**config.mk**
```make
export PLATFORM = sky130hd
export DESIGN_NAME = fir_io_ctrl
export DESIGN_NICKNAME = d
export VERILOG_FILES = /design/src/rtl/fir_io_ctrl.sv
export SDC_FILE = /design/constraint.sdc
export NUM_CORES = 1
export LEC_CHECK = 0
export CELL_PAD_IN_SITES_DETAIL_PLACEMENT = 1
export CELL_PAD_IN_SITES_GLOBAL_PLACEMENT = 1
export CORE_MARGIN = 2
export CORE_UTILIZATION = 46
export DETAILED_ROUTE_END_ITERATION = 16
export PLACE_DENSITY = 0.76
export RECOVER_POWER = 50
export SETUP_SLACK_MARGIN = 0.05
export SLEW_MARGIN = 20
export SYNTH_ARGS = -nofsm -noshare
export SYNTH_HDL_FRONTEND = slang
export SYNTH_SLANG_ARGS = --single-unit
```
**constraint.sdc**
```tcl
create_clock -name clk_i -period 3.5 [get_ports clk_i]
set_input_delay 0.525 -clock clk_i [delete_from_list [all_inputs] [get_ports clk_i]]
set_output_delay 0.525 -clock clk_i [all_outputs]
set_load 0.05 [all_outputs]
```
**src/rtl/fir_io_ctrl.sv**
```systemverilog
// I/O controller for a free-running FIR PE chain: coefficient tap shift register,
// zero-stuffed sample injection, latency token tracking and an in-order result FIFO.
module fir_io_ctrl #(
  parameter int NTAP  = 8,
  parameter int LAT   = 10,
  parameter int DEPTH = 16
) (
  input  logic              clk_i,
  input  logic              rst_i,
  input  logic              coef_we_i,
  input  logic [7:0]        coef_data_i,
  output logic [8*NTAP-1:0] coef_bus_o,
  output logic              coef_err_o,
  input  logic              in_valid_i,
  output logic              in_ready_o,
  input  logic [7:0]        in_data_i,
  output logic [7:0]        chain_x_o,
  input  logic [15:0]       chain_y_i,
  output logic              out_valid_o,
  input  logic              out_ready_i,
  output logic [15:0]       out_data_o,
  output logic [15:0]       bubble_cnt_o
);

  localparam int PW = (DEPTH > 1) ? $clog2(DEPTH) : 1;
  localparam int CW = $clog2(DEPTH + LAT + 2);
  localparam logic [PW-1:0] PTR_LAST  = PW'(DEPTH - 1);
  localparam logic [CW-1:0] CNT_LIMIT = CW'(DEPTH);

  logic [7:0]        chain_x_q, chain_x_d;
  logic [8*NTAP-1:0] coef_q, coef_d;
  logic              coef_err_q, coef_err_d;
  logic [LAT:0]      tok_q, tok_d;
  logic [CW-1:0]     inflight_q, inflight_d;
  logic [CW-1:0]     fifo_cnt_q, fifo_cnt_d;
  logic [PW-1:0]     wr_ptr_q, wr_ptr_d;
  logic [PW-1:0]     rd_ptr_q, rd_ptr_d;
  logic [15:0]       bubble_q, bubble_d;
  logic [15:0]       mem_q [DEPTH];

  logic accept, push, pop, coef_ok;

  function automatic logic [PW-1:0] ptr_inc(input logic [PW-1:0] p);
    return (p == PTR_LAST) ? '0 : p + 1'b1;
  endfunction

  // tok_q[0] marks a real sample sitting in chain_x; tok_q[LAT] marks that
  // sample's result present on chain_y this cycle, so it is pushed on this edge.
  assign push    = tok_q[LAT];
  assign pop     = out_valid_o && out_ready_i;
  assign accept  = in_valid_i && in_ready_o;
  assign coef_ok = coef_we_i && (inflight_q == '0);

  assign in_ready_o   = !rst_i && ((inflight_q + fifo_cnt_q) < CNT_LIMIT);
  assign out_valid_o  = (fifo_cnt_q != '0);
  assign out_data_o   = mem_q[rd_ptr_q];
  assign chain_x_o    = chain_x_q;
  assign coef_bus_o   = coef_q;
  assign coef_err_o   = coef_err_q;
  assign bubble_cnt_o = bubble_q;

  // NOTE: every always_comb output gets a default first so no path can infer a latch.
  always_comb begin
    chain_x_d  = accept ? in_data_i : 8'h00;
    tok_d      = {tok_q[LAT-1:0], accept};
    inflight_d = inflight_q + CW'(accept) - CW'(push);
    fifo_cnt_d = fifo_cnt_q + CW'(push) - CW'(pop);
    wr_ptr_d   = wr_ptr_q;
    rd_ptr_d   = rd_ptr_q;
    coef_d     = coef_q;
    coef_err_d = coef_err_q;
    bubble_d   = bubble_q;
    if (push) wr_ptr_d = ptr_inc(wr_ptr_q);
    if (pop)  rd_ptr_d = ptr_inc(rd_ptr_q);
    if (coef_ok) coef_d = {coef_q[8*NTAP-9:0], coef_data_i};
    if (coef_we_i && (inflight_q != '0)) coef_err_d = 1'b1;
    if (!accept && (bubble_q != 16'hFFFF)) bubble_d = bubble_q + 16'd1;
  end

  // NOTE: sequential state uses non-blocking assignments so every register
  // samples pre-edge values regardless of statement order.
  always_ff @(posedge clk_i) begin
    if (rst_i) begin
      chain_x_q  <= '0;
      coef_q     <= '0;
      coef_err_q <= 1'b0;
      tok_q      <= '0;
      inflight_q <= '0;
      fifo_cnt_q <= '0;
      wr_ptr_q   <= '0;
      rd_ptr_q   <= '0;
      bubble_q   <= '0;
    end else begin
      chain_x_q  <= chain_x_d;
      coef_q     <= coef_d;
      coef_err_q <= coef_err_d;
      tok_q      <= tok_d;
      inflight_q <= inflight_d;
      fifo_cnt_q <= fifo_cnt_d;
      wr_ptr_q   <= wr_ptr_d;
      rd_ptr_q   <= rd_ptr_d;
      bubble_q   <= bubble_d;
    end
  end

  // NOTE: the storage array is deliberately not reset; fifo_cnt_q gates every
  // read, so stale contents are never observed.
  always_ff @(posedge clk_i) begin
    if (push) mem_q[wr_ptr_q] <= chain_y_i;
  end

endmodule

```
==> results.txt <==
Top FF cell, synth - edfxtp_1
Post-synth EDFFs - 256
Hold crit path type - reg2reg
Compound-Gate Fraction of Synth Area - 4.00%
Crit path buf inv count - 3
Worst vdd ir - 0.427 mV
Post-synth ARST share - 0%
Simple-gate portion of the synthesized area - 8.25%
Final ANT Viol Nets - 0
Register area share after synthesis - 69.8%
RSZ-0062 raised after global routing - false
Family with the most delay on the worst path - multiplexers
Final Cycle Share - 94.9%
Area grow syn2layout - 21.6%
Final setup TNS - 0 ns
CTS tree - yes
Final Util - 56.3%
WL per Instance - 22.0 um
Adder-cell share of the synthesized area - 2.09%
H-tree depth - 2
CP arrival - 2.80 ns
Number of global-route vias before repair - 9016
Core ar. - 31300 um^2
Share of cells above drive strength 1 - 16.7%
Setup Buffers After CTS - 0
Ports - 144
Clock Sinks - 378
Critical path required time - 2.97 ns
DIE HEIGHT - 182 um
Max-slew violations - 0
WL met3 - 3160 um
Max Root-Sink Buffers - 3
Power Density - 635 nW/um^2
Mapped Cells - 932
CP max stage delay - 0.55 ns
Total power - 11.2 mW
Vias per cell - 5.47
Count of max-cap constraint violations - 0
Number of DRC markers in iteration 0 - 538
Status - finished, final reports clean
Post-Syn Nets - 992
DIE AREA - 33000 um^2
Max Used Layer - met4
Achievable frequency - 301 MHz
IO Port Bufs - 143
Post-synth top area share - 53.0%
Met2 WL - 16100 um
Crit Path Max Fanout - 14
Mapped Avg Cell Area - 15.6 um^2
Largest cells by area after synthesis - edfxtp_1, dfxtp_1, mux4_2
Placement Rows - 65
Non-filler instance count after layout - 1529
Slowest CP cell - mux4_2
GRT Total Usage - 20.7%
Placed Instances - 1454
Clk Latency, worst-skew pair - 0.53 ns
Clk_skew - 0.0106 ns
Total gr overflow - 0
Cts bufs inserted - 40
Worst-path clk slew - 0.06 ns
Cell area after synthesis - 14500 um^2
Placement Setup Slack - 0.308 ns
Root Buffer - clkbuf_16
Final HPWL DP - 20700 um
Effective utilization at floorplan - 46.3%
Via count - 8368
XOR/XNOR Fraction of Synth Area - 0.664%
Final number of hold-violating endpoints - 0
First-pass GRT wire length - 52000 um
Pleak - 5.72 nW
Startpoint Class - flop
Final setup viols - 0
Final net count - 1154
Most common cell on crit path - buf_4
Syn. warnings - 0
Tmin final - 3.32 ns
Mux cell area share after synthesis - 13.1%
First-pass DRT Iterations - 5
Initial antenna violation count - 0
Placer congestion estimate - 0.731
Largest net degree at the start of global routing - 80
Most common library cells after synthesis - edfxtp_1, nand2_1, dfxtp_1
Max-slew headroom - 2.94%
Largest family of logic cells by synthesized area - multiplexers
Drt drc - 0
Post-Route WL - 33600 um
Synth Register Bits - 378
Critical Path End Type - primary output
Die width - 182 um
Yosys top cell by area - edfxtp_1
Crit path kind - reg2out
Most frequent cell after synthesis - edfxtp_1
Critical path cell sequence - buf_4, buf_4, mux4_2, mux4_2, buf_4
Met1 WL - 13500 um
Worst slew pin tran - 1.46 ns
Cell variety after synth - 49
Final setup margin - 0.178 ns
state kept, by name, indices dropped and copies added, names as in the netlist, named ones only:
name	flops
coef_err_o	1
inflight_q	5
wr_ptr_q	4
tok_q	11
rd_ptr_q	4
mem_q	256
chain_x_o	8
fifo_cnt_q	5
bubble_cnt_o	16
coef_bus_o	64
final timing paths:
path	cells after the start	slack (ns)	to	from
min	1	0.44	tok_q[10]	tok_q[9]
max reg2reg	15	0.41	fifo_cnt_q[4]	fifo_cnt_q[3]
min reg2reg	1	0.44	tok_q[10]	tok_q[9]
max	5	0.18	out_data_o[6]	flop
layout make-up:
| cell class | count | area [um^2] |
|---|---|---|
| multi-input combinational | 483 | 4080 |
| antenna | 1 | 2.50 |
| inverter | 21 | 78.8 |
| tap | 402 | 503 |
| timing repair buffer | 170 | 1600 |
| sequential | 378 | 10100 |
| clock inverter | 17 | 98.8 |
| clock buffer | 57 | 1150 |
| fill | 2967 | 13700 |
report_power, final:
part	switching (mW)	total (mW)	leakage [nW]	internal, mW
sequential	0.101	4.98	3.29	4.88
combinational	1.33	2.23	1.82	0.899
clock	1.69	3.99	0.602	2.29
what timing repair did:
action / 4_1_cts / 5_1_grt
hold buffers: 0 / 0
gates resized for setup: 8 / 3
setup endpoints to repair: 14 / 6
cloned: 0 / 0
cell families after synthesis:
family          Yosys count
flops                   378
simple gates            257
compound gates          103
mux                      89
buf+inv                  71
fa+ha+maj                23
xor+xnor                 11
layer usage:
layer | vias up | track usage (%)
met5 | - | 0
met4 | 0 | 6.54
met3 | 61 | 7.02
met2 | 278 | 34.2
met1 | 4218 | 25.9
li1 | 3811 | -
cell usage in the layout (no fill, tap or decap), types with 4 or more instances in the layout:
cell	instances
a21oi_1	82
and2_0	9
and2_1	16
buf_4	28
clkbuf_1	17
clkbuf_16	41
clkbuf_8	6
clkdlybuf4s50_1	110
clkinv_2	7
clkinvlp_4	4
dfxtp_1	120
dlygate4sd2_1	7
dlygate4sd3_1	16
edfxtp_1	256
ha_1	21
inv_1	21
mux2_2	7
mux4_2	80
nand2_1	144
nand3_1	9
nor2_1	26
nor2b_1	20
nor3_1	4
o21ai_0	4
o31ai_1	6
or3_1	4
or4_1	6
xnor2_1	5
xor2_1	6
through the flow:
step	hold WS, ns	cell area (um^2)
finish	0.442	17600
global route	0.453	17600
CTS	0.447	17700
detailed placement	0.426	16400
global placement	0.421	16400
floorplan	0.414	14500
(Power assumes the default switching activity.)
